===== src/rtl/pipeline_hazard_ctrl.sv =====
// Stall/flush sequencer for the 3-stage F/D/E core: load-use bubbles, redirect
// squashes, halt requests, data-memory wait/timeout and a stall-cycle counter.
module pipeline_hazard_ctrl #(
    parameter int MEM_TIMEOUT = 255,
    parameter int CNT_W       = 16
) (
    input  logic             clk,
    input  logic             rst_n,
    input  logic             redirectE,
    input  logic             mem_accessE,
    input  logic             mem_writeE,
    input  logic             reg_writeE,
    input  logic [4:0]       rdE,
    input  logic [4:0]       adr1D,
    input  logic [4:0]       adr2D,
    input  logic             use_rs1D,
    input  logic             use_rs2D,
    input  logic             dmem_ready,
    input  logic             halt_req,
    output logic             stallF,
    output logic             stallD,
    output logic             stallE,
    output logic             flushD,
    output logic             flushE,
    output logic             dmem_req,
    output logic [1:0]       state,
    output logic             mem_timeout_err,
    output logic [CNT_W-1:0] stall_cnt
);

    localparam logic [1:0] ST_RUN  = 2'd0;
    localparam logic [1:0] ST_WAIT = 2'd1;
    localparam logic [1:0] ST_HALT = 2'd2;
    localparam logic [1:0] ST_ERR  = 2'd3;

    localparam int              WC_W    = $clog2(MEM_TIMEOUT + 1);
    localparam logic [WC_W-1:0] WC_MAX  = WC_W'(MEM_TIMEOUT);
    localparam logic [WC_W-1:0] WC_ONE  = WC_W'(1);
    localparam logic [WC_W-1:0] WC_ZERO = WC_W'(0);
    localparam logic [CNT_W-1:0] CNT_MAX = {CNT_W{1'b1}};
    localparam logic [CNT_W-1:0] CNT_ONE = CNT_W'(1);

    logic [1:0]       state_q, state_d;
    logic [WC_W-1:0]  wait_q, wait_d;
    logic             err_q, err_d;
    logic [CNT_W-1:0] cnt_q, cnt_d;
    logic             load_e_s;
    logic             hazard_s;

    assign load_e_s = mem_accessE & ~mem_writeE & reg_writeE & (rdE != 5'd0);
    assign hazard_s = load_e_s & ((use_rs1D & (adr1D == rdE)) | (use_rs2D & (adr2D == rdE)));

    assign state           = state_q;
    assign mem_timeout_err = err_q;
    assign stall_cnt       = cnt_q;

    // Output decode and next-state selection from registered state plus live inputs
    always_comb begin
        stallF   = 1'b0;
        stallD   = 1'b0;
        stallE   = 1'b0;
        flushD   = 1'b0;
        flushE   = 1'b0;
        dmem_req = 1'b0;
        state_d  = state_q;
        wait_d   = wait_q;
        err_d    = err_q;
        if (!rst_n) begin
            flushD = 1'b1;
            flushE = 1'b1;
        end else begin
            case (state_q)
                ST_RUN, ST_WAIT: begin
                    dmem_req = (state_q == ST_WAIT) | mem_accessE;
                    if (dmem_req && !dmem_ready) begin
                        stallF = 1'b1;
                        stallD = 1'b1;
                        stallE = 1'b1;
                        if (state_q == ST_RUN) begin
                            state_d = ST_WAIT;
                            wait_d  = WC_ONE;
                        end else if (wait_q == WC_MAX) begin
                            state_d = ST_ERR;
                            err_d   = 1'b1;
                        end else begin
                            wait_d = wait_q + WC_ONE;
                        end
                    end else begin
                        // Access (if any) is done; redirect beats the load-use bubble
                        state_d = ST_RUN;
                        wait_d  = WC_ZERO;
                        if (redirectE) begin
                            flushD = 1'b1;
                            flushE = 1'b1;
                        end else if (hazard_s) begin
                            stallF = 1'b1;
                            stallD = 1'b1;
                            flushE = 1'b1;
                        end else if (halt_req && (state_q == ST_RUN)) begin
                            state_d = ST_HALT;
                        end else begin
                            state_d = ST_RUN;
                        end
                    end
                end
                ST_HALT: begin
                    stallF = 1'b1;
                    stallD = 1'b1;
                    stallE = 1'b1;
                    if (!halt_req) begin
                        state_d = ST_RUN;
                    end else begin
                        state_d = ST_HALT;
                    end
                end
                ST_ERR: begin
                    stallF = 1'b1;
                    stallD = 1'b1;
                    stallE = 1'b1;
                    err_d  = 1'b1;
                end
                default: begin
                    state_d = ST_ERR;
                    err_d   = 1'b1;
                end
            endcase
        end
    end

    // Saturating stall-cycle counter
    always_comb begin
        if (stallF && (cnt_q != CNT_MAX)) begin
            cnt_d = cnt_q + CNT_ONE;
        end else begin
            cnt_d = cnt_q;
        end
    end

    // State registers with synchronous active-low reset
    always_ff @(posedge clk) begin
        if (!rst_n) begin
            state_q <= ST_RUN;
            wait_q  <= WC_ZERO;
            err_q   <= 1'b0;
            cnt_q   <= {CNT_W{1'b0}};
        end else begin
            state_q <= state_d;
            wait_q  <= wait_d;
            err_q   <= err_d;
            cnt_q   <= cnt_d;
        end
    end

endmodule


===== config.mk =====
export PLATFORM = sky130hd
export DESIGN_NAME = pipeline_hazard_ctrl
export DESIGN_NICKNAME = d
export VERILOG_FILES = /design/src/rtl/pipeline_hazard_ctrl.sv
export SDC_FILE = /design/constraint.sdc
export NUM_CORES = 1
export LEC_CHECK = 0
export BUFFER_PORTS_ARGS = -buffer_cell sky130_fd_sc_hd__buf_4
export CAP_MARGIN = 20
export CORE_ASPECT_RATIO = 2
export CORE_MARGIN = 10
export CORE_UTILIZATION = 54
export DETAILED_ROUTE_END_ITERATION = 8
export PLACE_DENSITY = 0.94
export SLEW_MARGIN = 10
export SYNTH_ARGS = -nofsm -noshare
export SYNTH_HDL_FRONTEND = slang
export SYNTH_SLANG_ARGS = --single-unit

===== constraint.sdc =====
create_clock -name clk -period 4.9 [get_ports clk]
set_clock_uncertainty 0.2 [all_clocks]
set_input_delay 0.49 -clock clk [delete_from_list [all_inputs] [get_ports clk]]
set_output_delay 0.49 -clock clk [all_outputs]
set_load 0.1 [all_outputs]

==> results of run 1 <==
registers in the layout (all words and copies together), names as in the netlist:
name	count
wait_q	8
state	2
mem_timeout_err	1
stall_cnt	16
cell usage in the layout, fill, tap and decap left out, types with 3 or more instances in the layout:
master    synthesis  final
a21boi_0          5      5
a21boi_1          4      4
a21oi_1           6      6
buf_4             3     49
clkbuf_8          0      3
dfxtp_1          27     27
inv_1             6      6
nand2_1          13     13
nand2b_1          4      4
nand3_1           8      8
nand4_1           7      7
nor2_1           13     13
nor2b_1           3      3
o211ai_1          6      6
o21ai_0          16     16
o31ai_1           7      7
or3_1             7      7
xnor2_1          12     12
xor2_1            4      4
per-stage QoR:
stage	instances	setup slack [ns]
after detailed placement	251	2.010
after global routing	256	2.086
after CTS	255	2.146
final	256	2.210
after floorplan	180	0.4142
after global placement	251	2.085
worst paths after layout:
check	depth (start not counted)	endpoint
worst max-delay path	5	flushE
worst min-delay path	2	wait_q[1]$_SDFFE_PN0P_
worst max register to register	8	stall_cnt[3]$_SDFFE_PN0P_
worst min register to register	2	wait_q[1]$_SDFFE_PN0P_
metal layers:
layer	GRT usage, %	vias to the layer above	part of all wire (%)
met4	4.724	0	0.97
met1	13.47	686	39
met3	2.554	4	6.4
li1	-	746	-
met2	27.43	45	54
met5	0	-	0
layout make-up:
cell class | instances | share of cell area, %
inverters | 6 | 1.166
well taps | 29 | 1.878
repair buffers | 50 | 19.62
multi-input cells | 140 | 46.96
flip-flops and latches | 27 | 27.98
clock buffers | 3 | 2.137
clock inverters | 1 | 0.2591
cell families (layout without fill, tap and decap cells):
logic type                 Yosys count  after routing  share of synthesized area, %
AOI/OAI and AO/OA                   54             54                         23.83
xor gates and xnor gates            16             16                         9.233
adders and majority gates            2              2                         1.649
buffers and inverters               13             60                         4.616
DFF                                 27             27                         35.61
muxes                                2              2                         1.319
and+or+nand+nor                     66             66                         23.74
power by group through the flow:
stage               clock network, mW  logic [mW]  registers [mW]
finish                          0.124       0.112           0.227
detailed placement                  0       0.111           0.232
CTS                             0.128       0.112           0.227
global route                    0.136       0.119           0.228
global placement                    0       0.110           0.232
floorplan                           0      0.0648           0.247
critical path, cell delays in order, from the launching register on:
cell	delay, ns
dfxtp_1	0.42
o21ba_2	0.25
o21ai_0	0.43
inv_1	0.17
a21oi_1	0.15
buf_4	0.30
==> reports/results.ini, run 1 <==
[final_layout]
seq_area_um2 = 540.5
n_antenna_cell = 0
area_delta_synth_final_pct = 27.29
fin_area_um2 = 1932
drive_above_1_share_pct = 26.43
fillerInstances = 234
nNetsFinal = 255
multi_input_area_um2 = 907.1
fin_util_pct = 70.60

[critical_path]
worstSetupPathType = flip-flop to primary output
end_kind = primary output
critPathRequiredTime_ns = 4.21
cp_max_fo = 10
start_kind = flip-flop
reg2reg_slack_ns = 2.58
startpoint = state[0]$_SDFFE_PN0P_
r2r-start = stall_cnt[0]$_SDFFE_PN0P_
arrival_ns = 2.00

[synth]
synth_edf_count = 0
synth_most_common_cell = dfxtp_1
seq_area_frac_synth_pct = 35.61
synthTopCellsByArea = dfxtp_1 (36%), xnor2_1 (6.9%), o21ai_0 (5.3%), o31ai_1 (3.5%), nand2_1 (3.2%)
synth_area_per_cell_um2 = 8.432
synth_flop_cell = dfxtp_1
synth_fp_nets = 207
async_flop_share_pct = 0
synth_top_area_cell = dfxtp_1
syn-cell-area_um2 = 1518
yosys-top-cells-count = dfxtp_1 (27), o21ai_0 (16), nand2_1 (13), nor2_1 (13), xnor2_1 (12)
ys_warn_count = 0
ys_types = 39
synth-seq-cells = 27
synth_cells = 180
synth_top_area_share_pct = 35.61

[global_route]
grt_usage_pct = 13.88
gr-total-overflow = 0
antenna_found_initial = 0
grt_pass1_wl_um = 6472
grt_pass1_vias = 1531
grt_max_degree = 30

[timing]
hold_ws_ns = 0.2938
period_minus_slack_ns = 2.690
grt_setup_unrepaired = no
fmax_ghz = 0.3718
fin_setup_tns_ns = 0
maxSlewViolCount = 0
fin_crit_sh_pct = 54.89
worst_pin_slew_ns = 0.5349
maxSlewHeadroom_pct = 63.96
finalHoldViolCount = 0
finalSetupViolations = 0

[min_path]
hold_class = flip-flop to flip-flop
hold_start = wait_q[1]$_SDFFE_PN0P_

[run_status]
status = finished, final reports clean

[power_and_ir_drop]
pwr-share-clk_pct = 26.7
swShare_pct = 31.75
power.total_mw = 0.4631
cell_internal_pwr_mw = 0.3161
powerDensity_nw_per_um2 = 239.7
vdd_drop_max_uv = 183.5
p_sw_mw = 0.1470
comb_power_share_pct = 24.3
p_leak_nw = 0.7578
seqPwrFrac_pct = 49.0

[die]
initial_core_util_pct = 55.46
die_x_um = 57.49
ios = 50
num_rows = 27
fp.dieArea_um2 = 5460
core-area_um2 = 2736
die_y_um = 94.98

[placed_design]
routabilityCongestion = 0.7781
dp_hpwl_um = 3132
dpl-instance-area_um2 = 1874
io_buffers = 49

[cts]
insertion_delay_ns = 0.27
cts_max_level = 1
path_clk_slew_ns = 0.09
cts_sinks = 27
cts_buffer_depth = 2
cts_post_setup_buffers_inserted = 0
ctsHoldBuffers = 0
cts_buffers = 3
cts_resized = 0
root_buffer = clkbuf_8
cts_tree = yes

[detailed_routing]
drtIter0Drc = 16
drc = 0
drt-wirelength-per-cell_um = 15.24
dr.pass1.iters = 4
via_per_inst = 5.785
wirelength_um = 3902
ant_nets = 0
vias = 1481

[job]
cap_violations = 0

No activity file was read; power rests on OpenSTA's default activity.
==> run 2: changes to the inputs <==
--- a/config.mk
+++ b/config.mk
@@ -9,9 +9,9 @@
 export CAP_MARGIN = 20
 export CORE_ASPECT_RATIO = 2
 export CORE_MARGIN = 10
-export CORE_UTILIZATION = 54
+export CORE_UTILIZATION = 50
 export DETAILED_ROUTE_END_ITERATION = 8
-export PLACE_DENSITY = 0.94
+export PLACE_DENSITY = 0.88
 export SLEW_MARGIN = 10
 export SYNTH_ARGS = -nofsm -noshare
 export SYNTH_HDL_FRONTEND = slang
==> constraint.sdc (replaced) <==
create_clock -name clk -period 2.7 [get_ports clk]
set_clock_uncertainty 0.2 [all_clocks]
set_input_delay 0.27 -clock clk [delete_from_list [all_inputs] [get_ports clk]]
set_output_delay 0.27 -clock clk [all_outputs]
set_load 0.1 [all_outputs]
==> run 2 against run 1 <==
Against the previous run:
- first-iteration DRC count up 38%
- wire length fell by 0.95%
- total power up 84%
- die area is 5.7% higher
- design area grew 2.5%
- setup slack lost 1.7 ns
- combinational power is 88% higher
- core utilization is 3.3 points lower
- largest cell class unchanged
==> reports/results.ini, run 2 (synthesis gave the netlist of run 1 again) <==
[power_and_ir_drop]
pwr-share-clk_pct = 26.9  ; +0.2 points
cell_internal_pwr_mw = 0.5802  ; +84%
vdd_drop_max_uv = 414.9  ; +130%
comb_power_share_pct = 24.7  ; +0.4 points
p_sw_mw = 0.2729  ; +86%
powerDensity_nw_per_um2 = 430.9  ; +80%
swShare_pct = 31.99  ; +0.24 points
seqPwrFrac_pct = 48.4  ; -0.6 points
p_leak_nw = 0.7572  ; about the same

[placed_design]
io_buffers = 49  ; unchanged
routabilityCongestion = 0.7843  ; +0.80%
dp_cells = 253  ; +0.80%
dp_hpwl_um = 3006  ; -4.0%

[detailed_routing]
drtIter0Drc = 22  ; +6
wirelength_um = 3865  ; -0.95%
ant_nets = 0  ; unchanged
via_per_inst = 5.751  ; -0.59%
drt-wirelength-per-cell_um = 15.04  ; -1.3%
dr.pass1.iters = 4  ; unchanged
drc = 0  ; unchanged
vias = 1478  ; -0.20%

[global_route]
gr-total-overflow = 0  ; unchanged
antenna_found_initial = 0  ; unchanged
grt_pass1_wl_um = 6154  ; -4.9%
grt_pass1_vias = 1428  ; -6.7%
grt_usage_pct = 12.82  ; -1.1 points
grt_max_degree = 30  ; unchanged

[die]
initial_core_util_pct = 51.57  ; -3.9 points
core-area_um2 = 2943  ; +7.5%
num_rows = 28  ; +3.7%
die_x_um = 58.96  ; +2.6%
ios = 50  ; unchanged
die_y_um = 97.92  ; +3.1%
fp.dieArea_um2 = 5773  ; +5.7%

[cts]
cts_sinks = 27  ; unchanged
ctsHoldBuffers = 0  ; unchanged
cts_buffers = 3  ; unchanged
insertion_delay_ns = 0.27  ; about the same
cts_post_setup_buffers_inserted = 0  ; unchanged
path_clk_slew_ns = 0.09  ; about the same
cts_max_level = 1  ; unchanged
cts_resized = 0  ; unchanged
cts_tree = yes
root_buffer = clkbuf_8
cts_buffer_depth = 2  ; unchanged

[critical_path]
reg2reg_to = stall_cnt[14]$_SDFFE_PN0P_
cp_max_fo = 29  ; +19
arrival_ns = 2.25  ; +0.25 ns
end_kind = flip-flop
start_kind = flip-flop
r2r_cells = 8  ; unchanged
r2r-start = stall_cnt[0]$_SDFFE_PN0P_
reg2reg_slack_ns = 0.46  ; -2.12 ns
worstSetupPathType = flip-flop to flip-flop
critPathRequiredTime_ns = 2.71  ; -1.50 ns

[timing]
finalHoldViolCount = 0  ; unchanged
maxSlewHeadroom_pct = 61.22  ; -2.7 points
worst_pin_slew_ns = 0.5757  ; +0.04074 ns
period_minus_slack_ns = 2.238
fin_crit_sh_pct = 82.90
fmax_ghz = 0.4468
grt_setup_unrepaired = no
hold_ws_ns = 0.09211  ; -0.2017 ns
maxSlewViolCount = 0  ; unchanged
finalSetupViolations = 0  ; unchanged

[job]
cap_violations = 0  ; unchanged

[final_layout]
fillerInstances = 262  ; +12%
final_cell_mix = buf_4 (50), dfxtp_1 (23), o21ai_0 (14), nand2_1 (13)
layout_commonest_cell = buf_4
nNetsFinal = 255  ; unchanged
n_antenna_cell = 0  ; unchanged
area_delta_synth_final_pct = 30.42
drive_above_1_share_pct = 29.96  ; +3.5 points
fin_cells = 257  ; +0.39%
largest_register_ff_count = 16  ; unchanged

[run_status]
status = finished, final reports clean

[min_path]
hold_class = primary input to flip-flop
min_to = state[1]$_SDFFE_PN0P_
min_path_cells = 3  ; +1
hold_start = halt_req

-- run 2: worst max path at each step --
stage | start | endpoint | cells after the start
6_report | stall_cnt[0]$_SDFFE_PN0P_ | stall_cnt[14]$_SDFFE_PN0P_ | 8
5_1_grt | stall_cnt[0]$_SDFFE_PN0P_ | stall_cnt[3]$_SDFFE_PN0P_ | 8
4_1_cts | stall_cnt[0]$_SDFFE_PN0P_ | stall_cnt[14]$_SDFFE_PN0P_ | 8
3_5_place_dp | stall_cnt[0]$_SDFFE_PN0P_ | stall_cnt[14]$_SDFFE_PN0P_ | 8
3_3_place_gp | rdE[1] | stall_cnt[3]$_SDFFE_PN0P_ | 8
2_1_floorplan | state[0]$_SDFFE_PN0P_ | flushE | 5
-- run 2: final cells by class --
type / count / area (um^2) / share of cell area (%)
tap: 30 / 37.54 / 1.896
multi-input combinational: 140 / 947.2 / 47.85
sequential: 27 / 548.0 / 27.69
clock buffer: 4 / 45.04 / 2.276
timing repair buffer: 50 / 375.4 / 18.96
inverter: 6 / 26.28 / 1.327
-- run 2: stage by stage --
step                      setup WS (ns)  util, %  cell area [um^2]  power [mW]  TNS [ns]
final                            0.4618    67.26              1979      0.8530         0
after CTS                        0.4683    67.26              1979      0.8626         0
after detailed placement         0.4822    65.73              1934      0.6339         0
after global routing             0.2735    67.26              1979      0.8893         0
after global placement           0.5317    65.73              1934      0.6315         0
after floorplan                -0.03297        -              1575      0.5772  -0.03297
-- run 2: layer usage --
metal  vias up  wire, um  GRT usage [%]  part of all wire (%)
li1        753         -              -                     -
met5         -         0              0                     0
met4         0        42          4.618                   1.1
met2        41      2062          24.80                    53
met1       680      1482          11.17                    38
met3         4       278          4.280                   7.2
-- run 2: critical path, cell delays in order, from the launching register on --
cell and delay, ns:
dfxtp_2 0.35, ha_1 0.21, nand3_1 0.12, nor2_1 0.13
a311oi_2 0.31, a21oi_2 0.08, buf_4 0.22, or4_1 0.41
a21boi_1 0.14
-- run 2: power groups by stage --
| stage | clock (mW) | combinational, mW | sequential (mW) |
|---|---|---|---|
| finish | 0.230 | 0.210 | 0.413 |
| global route | 0.252 | 0.222 | 0.415 |
| CTS | 0.238 | 0.212 | 0.413 |
| detailed placement | 0 | 0.212 | 0.422 |
| global placement | 0 | 0.210 | 0.422 |
| floorplan | 0 | 0.127 | 0.450 |
==> run 3: changes to the inputs <==
==> constraint.sdc (replaced) <==
create_clock -name clk -period 2.25 [get_ports clk]
set_clock_uncertainty 0.2 [all_clocks]
set_input_delay 0.225 -clock clk [delete_from_list [all_inputs] [get_ports clk]]
set_output_delay 0.225 -clock clk [all_outputs]
set_load 0.1 [all_outputs]
==> run 3 against run 2 <==
Against the previous run:
- wire length shrank 0.65%
- register-to-register slack got worse by 0.33 ns
- first-iteration DRC count shrank 9.1%
- core utilization is 2.0 points higher
- die area is the same
- sequential power grew 18%
- worst hold slack got worse by 0.044 ns
- non-clock buffer count grew 1
- clock power rose by 18%
- sequential share of layout area rose by 0.74 points
==> reports/results.ini, run 3 (synthesis gave the netlist of run 1 again) <==
[run_status]
status = finished, final reports clean

[critical_path]
r2r-start = stall_cnt[0]$_SDFFE_PN0P_
cp_max_fo = 10  ; -66%
slowest_stage = dfxtp_4
critPathRequiredTime_ns = 1.82  ; -0.89 ns
reg2reg_to = stall_cnt[14]$_SDFFE_PN0P_
r2r_cells = 8  ; unchanged
start_kind = flip-flop
worstSetupPathType = flip-flop to primary output
crit_cells = 5  ; -3
cpPeakStageDelay_ns = 0.39  ; -0.02 ns
end_kind = primary output
arrival_ns = 1.73  ; -0.52 ns
reg2reg_slack_ns = 0.13  ; -0.33 ns
cp_num_buf_inv = 2  ; +1
crit_family = compound AO/OA/AOI/OAI gates
cp_cell_sequence = o21ba_4 > o21ai_4 > clkinvlp_4 > a21oi_4 > buf_4

[timing]
maxSlewViolCount = 0  ; unchanged
finalHoldViolCount = 0  ; unchanged
maxSlewHeadroom_pct = 58.47  ; -2.7 points
grt_setup_unrepaired = no
period_minus_slack_ns = 2.154
fmax_ghz = 0.4643
hold_ws_ns = 0.04798  ; -0.04413 ns
worst_pin_slew_ns = 0.6164  ; +0.04076 ns
fin_crit_sh_pct = 95.72
finalSetupViolations = 0  ; unchanged

[final_layout]
layout_commonest_cell = buf_4
fin_util_pct = 69.26  ; +2.0 points
nNetsFinal = 256  ; +0.39%
largest_register_ff_count = 16  ; unchanged
fillerInstances = 240  ; -8.4%
final_cell_mix = buf_4 (50), o21ai_0 (14), nand2_1 (13), xnor2_1 (12), nor2_1 (11)
area_delta_synth_final_pct = 34.29
n_antenna_cell = 0  ; unchanged
drive_above_1_share_pct = 36.84  ; +6.9 points

[die]
ios = 50  ; unchanged
num_rows = 28  ; unchanged
die_y_um = 97.92  ; unchanged
fp.dieArea_um2 = 5773  ; unchanged
core-area_um2 = 2943  ; unchanged
initial_core_util_pct = 51.57  ; unchanged
die_x_um = 58.96  ; unchanged

[cts]
cts_max_level = 1  ; unchanged
cts_buffer_depth = 2  ; unchanged
cts_sinks = 27  ; unchanged
cts_buffers = 3  ; unchanged
cts_tree = yes
path_clk_slew_ns = 0.09  ; about the same
ctsHoldBuffers = 0  ; unchanged
root_buffer = clkbuf_8
insertion_delay_ns = 0.27  ; about the same

[detailed_routing]
dr.pass1.iters = 4  ; unchanged
wirelength_um = 3840  ; -0.65%
drc = 0  ; unchanged
vias = 1495  ; +1.2%
via_per_inst = 5.795  ; +0.76%
drtIter0Drc = 20  ; -9.1%
ant_nets = 0  ; unchanged
drt-wirelength-per-cell_um = 14.88  ; -1.0%

[global_route]
grt_pass1_wl_um = 6437  ; +4.6%
gr-total-overflow = 0  ; unchanged
grt_max_degree = 30  ; unchanged
antenna_found_initial = 0  ; unchanged
grt_pass1_vias = 1479  ; +3.6%
grt_usage_pct = 13.28  ; +0.46 points

[min_path]
min_to = state[1]$_SDFFE_PN0P_
hold_class = primary input to flip-flop
min_path_cells = 3  ; unchanged
hold_start = halt_req

[placed_design]
routabilityCongestion = 0.7876  ; +0.42%
io_buffers = 49  ; unchanged
dp_hpwl_um = 3104  ; +3.2%

[power_and_ir_drop]
powerDensity_nw_per_um2 = 498.7  ; +16%
vdd_drop_max_uv = 435.3  ; +4.9%
p_leak_nw = 0.7768  ; +2.6%

[job]
cap_violations = 0  ; unchanged

## run 3: worst max-delay path by stage
stage	startpoint	slack, ns	end
finish	state[0]$_SDFFE_PN0P_	0.1	flushE
global route	stall_cnt[0]$_SDFFE_PN0P_	0.005	stall_cnt[14]$_SDFFE_PN0P_
CTS	state[0]$_SDFFE_PN0P_	0.08	flushE
detailed placement	stall_cnt[0]$_SDFFE_PN0P_	0.12	stall_cnt[14]$_SDFFE_PN0P_
global placement	stall_cnt[0]$_SDFFE_PN0P_	0.16	stall_cnt[14]$_SDFFE_PN0P_
floorplan	state[0]$_SDFFE_PN0P_	-0.44	flushE
## run 3: cell type report
| cell class | count | area [um^2] | share of cell area (%) |
|---|---|---|---|
| inverters | 6 | 26.28 | 1.289 |
| multi-input cells | 140 | 954.7 | 46.84 |
| flip-flops and latches | 27 | 579.3 | 28.42 |
| well taps | 30 | 37.54 | 1.842 |
| clock buffers | 4 | 45.04 | 2.210 |
| repair buffers | 51 | 395.4 | 19.40 |
## run 3: repair_timing
action	CTS	global route
endpoints found under the hold margin	0	0
endpoints found under the setup margin	0	4
setup buffers	0	0
resized for setup	0	1
## run 3: worst min-delay path, delay by kind of cell
kind / cells / cell delay, ns
compound gates: 2 / 0.14
buf+inv: 1 / 0.11
## run 3: where the power goes
group          internal, mW  leakage [nW]  switching [mW]
clock                 0.127        0.0228           0.144
combinational        0.0879         0.525           0.168
sequential            0.479         0.229          0.0107
total                 0.693         0.777           0.323
## run 3: metal layers
metal | vias up | share of wire, % | wire, um | track usage, %
met1 | 693 | 37 | 1429 | 13.25
met5 | - | 0 | 0 | 0
met4 | 0 | 1.1 | 42 | 4.973
met3 | 4 | 8.3 | 320 | 4.410
met2 | 46 | 53 | 2048 | 23.82
li1 | 752 | - | - | -
## run 3: per-stage QoR
stage                     TNS (ns)  power (mW)  area, um^2  instances  setup WS [ns]
after global placement           0      0.7557        1988        254         0.1619
after floorplan             -1.401      0.6866        1609        180        -0.4368
after global routing             0       1.063        2038        258       0.004512
final                            0       1.016        2038        258        0.09629
after CTS                        0       1.033        2033        258        0.07640
after detailed placement         0      0.7583        1988        254         0.1228
